**src/rtl/mips32_pkg.sv**
```systemverilog
// Shared MIPS32 definitions: opcodes, instruction classes, default widths
// and the fetch-queue entry layout.
package mips32_pkg;

  localparam int MIPS_ADDR_W = 10;
  localparam int MIPS_DATA_W = 32;

  typedef enum logic [5:0] {
    ADD   = 6'b000000,
    SUB   = 6'b000001,
    AND   = 6'b000010,
    OR    = 6'b000011,
    SLT   = 6'b000100,
    MUL   = 6'b000101,
    LW    = 6'b001000,
    SW    = 6'b001001,
    ADDI  = 6'b001010,
    SUBI  = 6'b001011,
    SLTI  = 6'b001100,
    BNEQZ = 6'b001101,
    BEQZ  = 6'b001110,
    HLT   = 6'b111111
  } opcode_t;

  typedef enum logic [2:0] {
    RR_ALU = 3'd0,
    RM_ALU = 3'd1,
    LOAD   = 3'd2,
    STORE  = 3'd3,
    BRANCH = 3'd4,
    HALT   = 3'd5
  } itype_t;

  typedef struct packed {
    logic [MIPS_DATA_W-1:0] ir;
    logic [MIPS_ADDR_W-1:0] npc;
  } fetch_entry_t;

  // Undefined opcodes fall into the halt class so decode never stalls on junk.
  function automatic itype_t opcode_class(input logic [5:0] op);
    itype_t t;
    case (op)
      ADD, SUB, AND, OR, SLT, MUL: t = RR_ALU;
      ADDI, SUBI, SLTI:            t = RM_ALU;
      LW:                          t = LOAD;
      SW:                          t = STORE;
      BNEQZ, BEQZ:                 t = BRANCH;
      default:                     t = HALT;
    endcase
    return t;
  endfunction

endpackage

```
**src/rtl/mips32_sync_fifo.sv**
```systemverilog
// In-order synchronous FIFO with flush; head reads zero while empty.
module mips32_sync_fifo #(
  parameter int DEPTH = 4,
  parameter int WIDTH = 42
) (
  input  logic                   clk,
  input  logic                   rst,
  input  logic                   flush,
  input  logic                   push,
  input  logic [WIDTH-1:0]       wdata,
  input  logic                   pop,
  output logic [$clog2(DEPTH):0] count,
  output logic [WIDTH-1:0]       head
);

  localparam int PW = $clog2(DEPTH);

  logic [WIDTH-1:0] mem [DEPTH];
  logic [PW-1:0]    rd_ptr;
  logic [PW-1:0]    wr_ptr;
  logic             pop_ok;
  logic             push_ok;

  // A push at full is only accepted when a pop frees the slot in the same cycle.
  always_comb begin
    pop_ok  = pop && (count != '0);
    push_ok = push && ((count != ($clog2(DEPTH)+1)'(DEPTH)) || pop_ok);
  end

  always_ff @(posedge clk) begin
    if (rst || flush) begin
      rd_ptr <= '0;
      wr_ptr <= '0;
      count  <= '0;
    end else begin
      if (push_ok) wr_ptr <= wr_ptr + 1'b1;
      if (pop_ok)  rd_ptr <= rd_ptr + 1'b1;
      case ({push_ok, pop_ok})
        2'b10:   count <= count + 1'b1;
        2'b01:   count <= count - 1'b1;
        default: ;
      endcase
    end
  end

  always_ff @(posedge clk) begin
    if (push_ok && !rst && !flush) mem[wr_ptr] <= wdata;
  end

  always_comb begin
    head = '0;
    if (count != '0) head = mem[rd_ptr];
  end

endmodule

```
**src/rtl/mips32_prefetch_queue.sv**
```systemverilog
// Instruction-fetch front end: issues word reads, queues {ir, npc} pairs for
// IF/ID and discards stale in-flight responses after a taken branch.
module mips32_prefetch_queue
  import mips32_pkg::*;
#(
  parameter int                DEPTH    = 4,
  parameter int                ADDR_W   = MIPS_ADDR_W,
  parameter int                DATA_W   = MIPS_DATA_W,
  parameter logic [ADDR_W-1:0] RESET_PC = '0
) (
  input  logic              clk,
  input  logic              rst,
  output logic              mem_req_valid,
  input  logic              mem_req_ready,
  output logic [ADDR_W-1:0] mem_addr,
  input  logic              mem_rsp_valid,
  input  logic [DATA_W-1:0] mem_rsp_data,
  output logic              if_valid,
  input  logic              if_ready,
  output logic [DATA_W-1:0] if_ir,
  output logic [ADDR_W-1:0] if_npc,
  input  logic              redirect_valid,
  input  logic [ADDR_W-1:0] redirect_pc,
  input  logic              halt
);

  localparam int CW = $clog2(DEPTH) + 1;

  logic [ADDR_W-1:0]        fetch_pc;
  logic [ADDR_W-1:0]        rsp_pc;
  logic [ADDR_W-1:0]        rsp_npc;
  logic [CW-1:0]            count;
  logic [CW-1:0]            inflight;
  logic [CW-1:0]            drop_cnt;
  logic [CW:0]              occupancy;
  logic                     issue;
  logic                     rsp_live;
  logic                     push;
  logic                     pop;
  logic [DATA_W+ADDR_W-1:0] head;

  // Queued plus outstanding requests never exceed DEPTH, so a push always fits.
  always_comb begin
    occupancy     = {1'b0, count} + {1'b0, inflight};
    mem_req_valid = !rst && !halt && !redirect_valid && (occupancy < (CW+1)'(DEPTH));
    mem_addr      = fetch_pc;
    issue         = mem_req_valid && mem_req_ready;
    rsp_live      = mem_rsp_valid && (inflight != '0);
    push          = rsp_live && (drop_cnt == '0) && !redirect_valid;
    if_valid      = (count != '0);
    pop           = if_valid && if_ready && !redirect_valid;
    rsp_npc       = rsp_pc + 1'b1;
    if_ir         = head[DATA_W+ADDR_W-1:ADDR_W];
    if_npc        = head[ADDR_W-1:0];
  end

  always_ff @(posedge clk) begin
    if (rst) begin
      fetch_pc <= RESET_PC;
      rsp_pc   <= RESET_PC;
      inflight <= '0;
      drop_cnt <= '0;
    end else begin
      inflight <= inflight + CW'(issue) - CW'(rsp_live);
      if (redirect_valid) begin
        // Every request still outstanding after this edge belongs to the old path.
        fetch_pc <= redirect_pc;
        rsp_pc   <= redirect_pc;
        drop_cnt <= inflight - CW'(rsp_live);
      end else begin
        if (issue) fetch_pc <= fetch_pc + 1'b1;
        if (push)  rsp_pc   <= rsp_npc;
        if (rsp_live && (drop_cnt != '0)) drop_cnt <= drop_cnt - 1'b1;
      end
    end
  end

  mips32_sync_fifo #(
    .DEPTH (DEPTH),
    .WIDTH (DATA_W + ADDR_W)
  ) u_fifo (
    .clk   (clk),
    .rst   (rst),
    .flush (redirect_valid),
    .push  (push),
    .wdata ({mem_rsp_data, rsp_npc}),
    .pop   (pop),
    .count (count),
    .head  (head)
  );

endmodule

```
**config.mk**
```make
export PLATFORM = sky130hd
export DESIGN_NAME = mips32_prefetch_queue
export DESIGN_NICKNAME = d
export VERILOG_FILES = /design/src/rtl/mips32_pkg.sv /design/src/rtl/mips32_sync_fifo.sv /design/src/rtl/mips32_prefetch_queue.sv
export SDC_FILE = /design/constraint.sdc
export NUM_CORES = 1
export LEC_CHECK = 0
export BUFFER_PORTS_ARGS = -buffer_cell sky130_fd_sc_hd__buf_2
export CAP_MARGIN = 5
export CORE_ASPECT_RATIO = 0.6
export CORE_MARGIN = 3
export CORE_UTILIZATION = 50
export CTS_CLUSTER_DIAMETER = 30
export DETAILED_ROUTE_END_ITERATION = 6
export HOLD_SLACK_MARGIN = 0.06
export PLACE_DENSITY = 0.8
export RECOVER_POWER = 25
export SYNTH_ARGS = -nofsm -noshare
export SYNTH_HDL_FRONTEND = slang
export SYNTH_SLANG_ARGS = --single-unit
```
**constraint.sdc**
```tcl
create_clock -name clk -period 6.15 [get_ports clk]
set_input_delay 0.9225 -clock clk [delete_from_list [all_inputs] [get_ports clk]]
set_output_delay 0.9225 -clock clk [all_outputs]
set_load 0.01 [all_outputs]
```
==> summary.md, run 1 <==
| Metric | Value |
|---|---|
| Power per standard cell area | `343 nW/um^2` |
| Worst path bufs/invs | `1` |
| Final WL | `17000 um` |
| Unrepaired setup endpoints after global routing | `false` |
| Run status | `complete, no violations` |
| Number of nets with antenna violations after routing | `0` |
| Routed WL per cell | `19.4 um` |
| Period utilization | `54.5%` |
| Clock power frac | `43.9%` |
| Vias after detailed routing | `4979` |
| Switching power as a share of total power | `25.0%` |
| Number of synthesized flops with an enable pin | `168` |
| Quantity of gates resized following cts | `0` |
| Delay contributed by the slowest stage of the critical path | `1.08 ns` |
| Total overflow reported by the global router | `0` |
| Clk root buf | `sky130_fd_sc_hd__clkbuf_16` |
| Count of clock tree sinks | `203` |
| Flop pwr share | `45.6%` |
| Std-Cell Core Area | `16500 sq um` |
| Min Clock Period, post-route | `3.35 ns` |
| Ratio of routed vias to standard cells | `5.68` |
| Height of the die | `107 um` |
| Boundary pin count | `103` |
| Worst IR Drop VDD | `169 uV` |
| Most used cells in the layout excluding fill and tap cells | `sky130_fd_sc_hd__edfxtp_1, sky130_fd_sc_hd__buf_2, sky130_fd_sc_hd__and2_1` |
| Max frequency | `298 MHz` |
| Cell family with most CP delay | `flip-flops` |
| Synth unique cells | `58` |
| Vias in the first global route | `4933` |
| Post-Place Setup Slack | `2.43 ns` |
| Commonest non-fill, non-tap cell in the layout | `sky130_fd_sc_hd__edfxtp_1` |
| Combinational cell fraction of total power | `10.4%` |
| TritonCTS clock tree | `yes` |
| Type of the worst setup path | `register to output pin` |
| Initial DRC count | `467` |
| Die Area | `18700 sq um` |
| Max-cap violations | `0` |
| Diode count | `0` |
| Number of cells produced by synthesis | `525` |
| Synth Flop Type | `sky130_fd_sc_hd__edfxtp_1` |
| Area growth from synthesis to layout | `18.3%` |
| #FFs+latches synth | `203` |
| Sequence of cells on the critical path | `mux4_2 -> and2_1 -> buf_2` |
| Number of setup buffers added after CTS | `0` |
| I/O Buffers | `102` |
| Average footprint of a synthesized cell | `16.2 sq um` |
| Clock buffer count from CTS | `27` |
| Synthesis warning total | `0` |
| DRC violation count after routing | `0` |
| Final Skew | `0.0114 ns` |
| Hold-fix buffers at CTS | `0` |
| Post-synth ARST share | `0%` |
| Area of the mapped netlist | `8530 sq um` |
| Switching power | `0.867 mW` |
| CTS Buffer Depth | `3` |
| Max_slew headroom | `23.1%` |
| Final setup violating endpoints | `0` |
| Largest net degree at the start of global routing | `46` |
| Final Worst Setup Slack | `2.80 ns` |
| Overall power of the completed layout | `3.46 mW` |
| CP Data Required Time | `5.23 ns` |
| H-Tree Depth | `1` |
| Slew Limit Fails | `0` |
| Routability congestion estimate | `0.849` |
| Floorplan die width | `175 um` |
| Least-Margin Pin Slew | `1.15 ns` |
| P_int | `2.60 mW` |
| Total routing usage reported by global routing | `18.3%` |
| First-pass GRT wire length | `26700 um` |
| Layout cells sized above 1 | `27.1%` |
| Number of placement rows | `36` |
| Pre-Repair DR Iteration Count | `4` |
| Data arrival time of the worst path | `2.43 ns` |
| Final TNS setup | `0 ns` |
| Slowest library cell on the worst path | `sky130_fd_sc_hd__dfxtp_2` |
| Initial antenna violation count | `2` |
| Starting density of the core | `51.7%` |
| Post-synthesis net count | `590` |
| Total Nets Final | `694` |
| CP Launch Type | `register` |
| Worst hold path class | `register to register` |
| Maximum fanout along the worst path | `42` |
| Clock edge transition at the registers on the reported setup and hold paths | `0.06 ns` |
| Static leakage | `3.50 nW` |
| HPWL Detailed | `10500 um` |
| Crit end category | `output pin` |
| Clock network latency to the later pin of the worst-skew pair | `0.51 ns` |
| Final hold violation count | `0` |
| Register area share after synthesis | `67.4%` |
==> worst register-to-register path: cells and delay by family, from the launching register on <==
kind | cells | cell delay, ns
fa+ha+maj | 4 | 1.27
simple gates | 3 | 0.67
flops | 1 | 0.51
xor+xnor | 2 | 0.32
buf+inv | 2 | 0.10
==> Yosys cell counts, drive strengths merged, types with 9 or more instances <==
master	n	share of area [%]
a21oi	10	0.59
and2	44	3.2
clkbuf	20	0.88
dfxtp	35	8.2
edfxtp	168	59
ha	14	2.1
inv	20	0.88
mux4	42	11
nand2	17	0.75
nand4	10	0.81
nor2	16	0.73
xnor2	15	1.5
xor2	9	0.92
==> flip-flops by register name (all words and copies together) (netlist names), named ones only <==
register and flops:
u_fifo.mem 168, mem_addr 10, rsp_pc 10, drop_cnt 3, inflight 3, u_fifo.count 3, u_fifo.rd_ptr 2, u_fifo.wr_ptr 2
==> cell families (layout without fill, tap and decap cells) <==
group	Yosys count	count (layout)	share of synthesized area, %
flops	203	203	67.4
fa+ha+maj	16	16	2.52
simple gates	132	132	9.05
compound gates	56	56	4.78
xor+xnor	24	24	2.46
mux	46	46	11.6
buf+inv	48	172	2.23
==> per-layer routing <==
layer | vias up | track usage, % | routed length, um
li1 | 2260 | - | -
met1 | 2502 | 27.0 | 7890
met2 | 188 | 27.8 | 7600
met3 | 25 | 4.46 | 1200
met4 | 4 | 4.44 | 264
met5 | - | 0 | 27
==> power by group through the flow <==
stage	combinational, mW	sequential (mW)	clock [mW]
final	0.361	1.58	1.52
after detailed placement	0.359	1.61	0
after global placement	0.345	1.61	0
after floorplan	0.254	1.60	0
after global routing	0.397	1.59	1.61
after CTS	0.363	1.58	1.55
==> worst paths after layout <==
check	start	to	slack [ns]	cells past startpoint
worst max-delay path	register	if_ir[24]	2.80	3
worst min-delay path	rsp_pc[1]	rsp_pc[1]	0.52	2
worst max register to register	u_fifo.count[2]	inflight[2]	3.16	11
worst min register to register	rsp_pc[1]	rsp_pc[1]	0.52	2
==> through the flow <==
stage               cell area [sq um]  instances  utilization [%]  hold slack (ns)
detailed placement               9230        828             56.0            0.512
global placement                 9230        828             56.0            0.500
global route                    10100        877             61.2            0.552
CTS                             10100        877             61.4            0.520
floorplan                        8530        525                -            0.476
finish                          10100        877             61.2            0.520
==> layout make-up <==
class | count | area [sq um]
fill | 1222 | 6400
sequential | 203 | 5750
multi-input combinational | 274 | 2600
clock buffer | 27 | 676
timing repair buffer | 103 | 482
tap | 228 | 285
clock inverter | 22 | 219
inverter | 20 | 75.1
No activity file was read; power rests on OpenSTA's default activity.
==> inputs of run 2 (changes only) <==
--- a/config.mk
+++ b/config.mk
@@ -13,7 +13,7 @@
 export CTS_CLUSTER_DIAMETER = 30
 export DETAILED_ROUTE_END_ITERATION = 6
 export HOLD_SLACK_MARGIN = 0.06
-export PLACE_DENSITY = 0.8
+export PLACE_DENSITY = 0.83
 export RECOVER_POWER = 25
 export SYNTH_ARGS = -nofsm -noshare
 export SYNTH_HDL_FRONTEND = slang
==> constraint.sdc (replaced) <==
create_clock -name clk -period 3 [get_ports clk]
set_input_delay 0.45 -clock clk [delete_from_list [all_inputs] [get_ports clk]]
set_output_delay 0.45 -clock clk [all_outputs]
set_load 0.01 [all_outputs]
==> run 2 against run 1 <==
Against the previous run: combinational power grew 120%; critical path depth increased by 1; routed wire length increased by 7.0%; cell count increased by 2.7%; register-to-register slack worse by 2.9 ns; utilization increased by 2.2 points; sequential cell count did not move; first-iteration DRC count down 11%; critical path type unchanged; highest routed layer unchanged; clock power rose by 140%; sequential power grew 110%.
==> summary.md, run 2 (synthesis gave the netlist of run 1 again) <==
| Metric | Value |
|---|---|
| Height of the die | `107 um (unchanged)` |
| Run status | `complete, no violations` |
| Area growth from synthesis to layout | `22.5%` |
| Largest net degree at the start of global routing | `45 (-2.2%)` |
| Type of the worst setup path | `register to output pin` |
| Slowest library cell on the worst path | `sky130_fd_sc_hd__dfxtp_4` |
| Pre-Repair DR Iteration Count | `5 (+1)` |
| Final hold violation count | `0 (unchanged)` |
| Worst hold path class | `primary input to register` |
| Count of clock tree sinks | `203 (unchanged)` |
| Worst IR Drop VDD | `448 uV (+160%)` |
| Final setup violating endpoints | `0 (unchanged)` |
| Quantity of gates resized following cts | `0 (unchanged)` |
| Vias in the first global route | `5363 (+8.7%)` |
| Hold Crit Start | `redirect_pc[6]` |
| H-Tree Depth | `1 (unchanged)` |
| Max_slew headroom | `52.4% (+29 points)` |
| Clock network latency to the later pin of the worst-skew pair | `0.55 ns (+0.04 ns)` |
| FF-to-FF path depth | `8 (-3)` |
| Number of nets with antenna violations after routing | `0 (unchanged)` |
| CTS Buffer Depth | `3 (unchanged)` |
| I/O Buffers | `102 (unchanged)` |
| Initial antenna violation count | `1 (-1)` |
| GRT busiest layer | `met2` |
| Hold Path End | `mem_addr[6]` |
| Min Clock Period, post-route | `2.77 ns` |
| Total routing usage reported by global routing | `19.7% (+1.4 points)` |
| Diode count | `0 (unchanged)` |
| Routability congestion estimate | `0.851 (+0.26%)` |
| GR met1 Demand/Resource | `28.2% (+1.2 points)` |
| TritonCTS clock tree | `yes` |
| Number of stages on the worst setup path | `4 (+1)` |
| Most used cells in the layout excluding fill and tap cells | `sky130_fd_sc_hd__edfxtp_1, sky130_fd_sc_hd__buf_2, sky130_fd_sc_hd__and2_1` |
| Cell family with most CP delay | `flip-flops` |
| Layout cells sized above 1 | `29.9% (+2.7 points)` |
| Total overflow reported by the global router | `0 (unchanged)` |
| Die Area | `18700 sq um (unchanged)` |
| Initial DRC count | `415 (-11%)` |
| Number of placement rows | `36 (unchanged)` |
| Global-route track usage on met2 | `31.8% (+4.0 points)` |
| Max-cap violations | `0 (unchanged)` |
| Commonest non-fill, non-tap cell in the layout | `sky130_fd_sc_hd__edfxtp_1` |
| Final TNS setup | `0 ns (unchanged)` |
| Cell depth of the worst hold path | `3 (+1)` |
| Vias after detailed routing | `5123 (+2.9%)` |
| Period utilization | `92.4%` |
| Slew Limit Fails | `0 (unchanged)` |
| Crit end category | `output pin` |
| Clock buffer count from CTS | `31 (+15%)` |
| # fillers | `1194 (-2.3%)` |
| R2R Path Start | `drop_cnt[0]` |
| First-pass GRT wire length | `29000 um (+8.4%)` |
| Final Skew | `0.0269 ns (+0.0155 ns)` |
| Reg2reg setup slack | `0.30 ns (-2.86 ns)` |
| Maximum fanout along the worst path | `20 (-52%)` |
| Ratio of routed vias to standard cells | `5.69 (+0.15%)` |
| Power per standard cell area | `729 nW/um^2 (+110%)` |
| Least-Margin Pin Slew | `0.714 ns (-0.439 ns)` |
| Unrepaired setup endpoints after global routing | `false` |
| Worst flop-to-flop path endpoint | `u_fifo.count[2]` |
| Static leakage | `3.68 nW (+5.0%)` |
| Sequence of cells on the critical path | `buf_4 -> mux4_2 -> and2_1 -> buf_2` |
| Sequential cell area | `5750 sq um (unchanged)` |
| Worst path bufs/invs | `2 (+1)` |
| CP Data Required Time | `2.55 ns (-2.68 ns)` |
| Largest Register | `u_fifo.mem` |
| Clock edge transition at the registers on the reported setup and hold paths | `0.06 ns (about the same)` |
| Boundary pin count | `103 (unchanged)` |
| Delay contributed by the slowest stage of the critical path | `0.62 ns (-0.46 ns)` |
| Max frequency | `361 MHz` |
| Hold-fix buffers at CTS | `0 (unchanged)` |
| Final WL | `18200 um (+7.0%)` |
| CP Launch Type | `register` |
| Routed WL per cell | `20.2 um (+4.2%)` |
| HPWL Detailed | `11600 um (+11%)` |
| Std-Cell Core Area | `16500 sq um (unchanged)` |
| Starting density of the core | `51.7% (unchanged)` |
| Met3 usage in global routing | `4.53% (+0.071 points)` |
| Number of setup buffers added after CTS | `0 (unchanged)` |
| Floorplan die width | `175 um (unchanged)` |
| Worst slack on hold paths | `0.155 ns (-0.365 ns)` |
| Total Nets Final | `713 (+2.7%)` |
| Max FFs per register | `168 (unchanged)` |
| DRC violation count after routing | `0 (unchanged)` |
| Clk root buf | `sky130_fd_sc_hd__clkbuf_16` |
| Area used by multi-input combinational logic | `2600 sq um (unchanged)` |
| Data arrival time of the worst path | `2.32 ns (-0.11 ns)` |
| Final core area utilization | `63.4% (+2.2 points)` |
## run 2: cell count changes in the layout (fill, tap and decap cells not counted)
cell	change
sky130_fd_sc_hd__clkbuf_1	+1
sky130_fd_sc_hd__buf_4	+9
sky130_fd_sc_hd__inv_8	+2
sky130_fd_sc_hd__inv_16	+1
sky130_fd_sc_hd__clkbuf_16	+4
sky130_fd_sc_hd__buf_12	+6
sky130_fd_sc_hd__clkinvlp_4	+2
sky130_fd_sc_hd__clkinv_4	-1
sky130_fd_sc_hd__clkinv_8	+1
sky130_fd_sc_hd__clkinv_1	-2
sky130_fd_sc_hd__clkbuf_8	+1
## run 2: layer usage
| layer | wire [um] | vias up | part of all wire [%] |
|---|---|---|---|
| met4 | 251 | 2 | 1.4 |
| met2 | 8610 | 203 | 47 |
| li1 | - | 2313 | - |
| met1 | 7920 | 2575 | 44 |
| met5 | 12 | - | 0.066 |
| met3 | 1370 | 30 | 7.5 |
## run 2: how the worst max path moves through the flow
| stage | endpoint | slack (ns) |
|---|---|---|
| after global placement | u_fifo.count[2] | 0.49 |
| final | if_ir[18] | 0.23 |
| after CTS | if_ir[18] | 0.16 |
| after global routing | if_ir[18] | 0.07 |
| after floorplan | u_fifo.mem[0][0] | 0.27 |
| after detailed placement | u_fifo.count[2] | 0.35 |
## run 2: area by class of cell
| type | count | area share [%] |
|---|---|---|
| sequential | 203 | 55.0 |
| inverter | 20 | 0.719 |
| timing repair buffer | 118 | 6.41 |
| clock buffer | 33 | 7.59 |
| clock inverter | 25 | 2.65 |
| multi-input combinational | 274 | 24.9 |
| tap | 228 | 2.73 |
## run 2: worst min-delay path: stages
cell	delay, ns
sky130_fd_sc_hd__buf_2	0.10
sky130_fd_sc_hd__nand2_1	0.05
sky130_fd_sc_hd__a21oi_1	0.05
## run 2: report_power, final
group | switching, mW | leakage (nW) | internal, mW
registers | 0.0805 | 1.81 | 3.16
clock network | 1.42 | 0.524 | 2.17
logic | 0.462 | 1.35 | 0.322
## run 2: through the flow
stage / instances / instance area [sq um] / worst slack, ns / total power [mW]
final: 901 / 10400 / 0.229 / 7.61
after global routing: 901 / 10400 / 0.0655 / 7.89
after CTS: 901 / 10500 / 0.158 / 7.67
after detailed placement: 843 / 9410 / 0.355 / 4.08
after global placement: 843 / 9410 / 0.490 / 4.02
after floorplan: 525 / 8530 / 0.270 / 3.80
==> inputs of run 3 (changes only) <==
--- a/config.mk
+++ b/config.mk
@@ -15,6 +15,8 @@
 export HOLD_SLACK_MARGIN = 0.06
 export PLACE_DENSITY = 0.83
 export RECOVER_POWER = 25
+export SETUP_SLACK_MARGIN = 0.5
+export SLEW_MARGIN = 40
 export SYNTH_ARGS = -nofsm -noshare
 export SYNTH_HDL_FRONTEND = slang
 export SYNTH_SLANG_ARGS = --single-unit
==> run 3 against run 2 <==
Against the previous run: global-route usage rose by 0.098 points; sequential cell count did not move; total power fell by 0.14%; clock-buffer cell count fell by 2; cell count rose by 1.4%; routed wire length rose by 6.3%; worst hold slack improved by 0.031 ns; die area did not move; via count rose by 5.3%; largest cell class unchanged.
==> summary.md, run 3 (synthesis gave the netlist of run 1 again) <==
| Metric | Value |
|---|---|
| Worst IR Drop VDD | `450 uV (+0.51%)` |
| Final Skew | `0.0117 ns (-0.0151 ns)` |
| Worst flop-to-flop path endpoint | `inflight[2]` |
| Final hold violation count | `0 (unchanged)` |
| Clock power frac | `44.0% (-3.1 points)` |
| Initial antenna violation count | `2 (+1)` |
| # fillers | `1125 (-5.8%)` |
| Pre-Repair DR Iteration Count | `7 (+2)` |
| Vias in the first global route | `5356 (-0.13%)` |
| CP Data Required Time | `3.38 ns (+0.83 ns)` |
| Min Clock Period, post-route | `2.58 ns (-0.191 ns)` |
| Final TNS setup | `0 ns (unchanged)` |
| Vias after detailed routing | `5397 (+5.3%)` |
| Hold-fix buffers at CTS | `0 (unchanged)` |
| Final setup violating endpoints | `0 (unchanged)` |
| Diode count | `0 (unchanged)` |
| Slew Limit Fails | `0 (unchanged)` |
| Total Nets Final | `729 (+2.2%)` |
| Area growth from synthesis to layout | `24.7%` |
| Flop pwr share | `42.7% (about the same)` |
| Boundary pin count | `103 (unchanged)` |
| Clk root buf | `sky130_fd_sc_hd__clkbuf_16` |
| DRC violation count after routing | `0 (unchanged)` |
| Clock edge transition at the registers on the reported setup and hold paths | `0.06 ns (about the same)` |
| Routed WL per cell | `21.1 um (+4.8%)` |
| Largest net degree at the start of global routing | `45 (unchanged)` |
| Crit end category | `register` |
| Run status | `complete, no violations` |
| Combinational cell fraction of total power | `13.3% (+3.0 points)` |
| Unrepaired setup endpoints after global routing | `true` |
| Clock network latency to the later pin of the worst-skew pair | `0.52 ns (-0.03 ns)` |
| I/O Buffers | `102 (unchanged)` |
| Static leakage | `3.74 nW (+1.6%)` |
| R2R Path Start | `u_fifo.count[1]` |
| Ratio of routed vias to standard cells | `5.90 (+3.9%)` |
| Maximum fanout along the worst path | `8 (-60%)` |
| CP Launch Type | `register` |
| Starting density of the core | `51.7% (unchanged)` |
| Clock buffer count from CTS | `28 (-9.7%)` |
| H-Tree Depth | `1 (unchanged)` |
| Max FFs per register | `168 (unchanged)` |
| First-pass GRT wire length | `29100 um (+0.36%)` |
| Total routing usage reported by global routing | `19.8% (+0.098 points)` |
| Largest Register | `u_fifo.mem` |
| Number of placement rows | `36 (unchanged)` |
| Total overflow reported by the global router | `0 (unchanged)` |
| Worst hold path class | `primary input to register` |
| Type of the worst setup path | `register to register` |
| Max frequency | `388 MHz (+7.4%)` |
| Commonest non-fill, non-tap cell in the layout | `sky130_fd_sc_hd__edfxtp_1` |
| Cell depth of the worst hold path | `3 (unchanged)` |
| Final core area utilization | `64.5% (+1.1 points)` |
| Placed Area | `9410 sq um (about the same)` |
| Capturing instance or port of the critical path | `inflight[2]` |
| Final WL | `19300 um (+6.3%)` |
| Period utilization | `86.0% (-6.4 points)` |
| Number of nets with antenna violations after routing | `0 (unchanged)` |
| TritonCTS clock tree | `yes` |
| Final design instance area without fill | `10600 sq um (+1.8%)` |
| Max_slew headroom | `49.5% (-2.9 points)` |
| Std-Cell Core Area | `16500 sq um (unchanged)` |
| Height of the die | `107 um (unchanged)` |
| FF-to-FF path depth | `11 (+3)` |
| Power per standard cell area | `715 nW/um^2 (-1.9%)` |
| CTS Buffer Depth | `3 (unchanged)` |
| Max-cap violations | `0 (unchanged)` |
| Least-Margin Pin Slew | `0.757 ns (+0.0431 ns)` |
| Worst Setup SP | `u_fifo.count[1]` |
| Data arrival time of the worst path | `2.96 ns (+0.64 ns)` |
| HPWL Detailed | `12300 um (+5.6%)` |
| Count of clock tree sinks | `203 (unchanged)` |
| P_int | `5.65 mW (-0.12%)` |
| Die Area | `18700 sq um (unchanged)` |
| Layout cells sized above 1 | `33.5% (+3.7 points)` |
| Initial DRC count | `572 (+38%)` |
| Routability congestion estimate | `0.863 (+1.3%)` |
| Most used cells in the layout excluding fill and tap cells | `sky130_fd_sc_hd__edfxtp_1, sky130_fd_sc_hd__buf_2, sky130_fd_sc_hd__and2_1` |
| Switching power | `1.95 mW (-0.20%)` |
| Switching power as a share of total power | `25.7% (about the same)` |
| Reg2reg setup slack | `0.42 ns (+0.12 ns)` |
| Floorplan die width | `175 um (unchanged)` |
run 3: cell count changes in the layout (fill, tap and decap cells not counted), moves of 3 or more:
cell                       previous run  this run
sky130_fd_sc_hd__dfxtp_1             33        29
sky130_fd_sc_hd__and3_4               0         3
sky130_fd_sc_hd__ha_1                14        11
sky130_fd_sc_hd__and3_2               4         1
sky130_fd_sc_hd__dfxtp_4              1         5
sky130_fd_sc_hd__clkinv_2             3         0
sky130_fd_sc_hd__ha_4                 0         3
sky130_fd_sc_hd__buf_6                0         4
sky130_fd_sc_hd__buf_4               10        25
sky130_fd_sc_hd__inv_6                8        12
run 3: worst min-delay path by stage:
stage	slack, ns	end	start
6_report	0.19	mem_addr[6]	redirect_pc[6]
5_1_grt	0.17	u_fifo.mem[2][34]	mem_rsp_data[24]
4_1_cts	0.13	u_fifo.mem[1][41]	mem_rsp_data[31]
3_5_place_dp	0.50	mem_addr[5]	mem_addr[5]
3_3_place_gp	0.50	mem_addr[5]	mem_addr[5]
2_1_floorplan	0.48	rsp_pc[1]	rsp_pc[1]
run 3: critical path, stage by stage (launching register included):
cell	delay, ns
sky130_fd_sc_hd__dfxtp_2	0.37
sky130_fd_sc_hd__ha_1	0.35
sky130_fd_sc_hd__nand3_1	0.22
sky130_fd_sc_hd__nand4_2	0.19
sky130_fd_sc_hd__ha_4	0.28
sky130_fd_sc_hd__inv_2	0.06
sky130_fd_sc_hd__ha_4	0.12
sky130_fd_sc_hd__inv_2	0.04
sky130_fd_sc_hd__fa_2	0.38
sky130_fd_sc_hd__xnor2_2	0.21
sky130_fd_sc_hd__xnor2_1	0.16
sky130_fd_sc_hd__nor2_1	0.08
run 3: metrics by stage:
stage          worst slack (ns)  hold WS (ns)  cells  total power, mW
6_report                  0.420         0.185    914             7.60
5_1_grt                   0.359         0.169    914             7.86
4_1_cts                   0.507         0.129    903             7.47
3_5_place_dp              0.344         0.504    843             4.07
3_3_place_gp              0.482         0.496    843             4.01
2_1_floorplan             0.507         0.476    525             3.80
run 3: routing by layer:
metal	GRT usage, %	up-vias	routed length, um
met5	0	-	25
met4	4.44	4	473
met3	6.55	59	1910
met2	29.4	321	8410
met1	28.8	2675	8490
li1	-	2338	-
run 3: area by class of cell:
type,count,area (sq um),area share [%]
clock buffer,31,753,7.08
clock inverter,21,229,2.15
inverter,20,75.1,0.706
multi-input combinational,274,2690,25.3
sequential,203,5770,54.2
tap,228,285,2.68
timing repair buffer,137,833,7.84
run 3: what timing repair did:
| action | in CTS | in global routing |
|---|---|---|
| gates cloned | 0 | 1 |
| pin swaps | 5 | 11 |
| buffers inserted | 8 | 10 |
| endpoints found under the setup margin | 129 | 147 |
| gates resized for setup | 9 | 18 |
run 3: power groups by stage:
stage | logic, mW | clock network, mW | registers, mW
2_1_floorplan | 0.522 | 0 | 3.28
3_3_place_gp | 0.727 | 0 | 3.29
3_5_place_dp | 0.773 | 0 | 3.30
4_1_cts | 0.844 | 3.39 | 3.23
5_1_grt | 1.07 | 3.53 | 3.26
6_report | 1.01 | 3.35 | 3.25
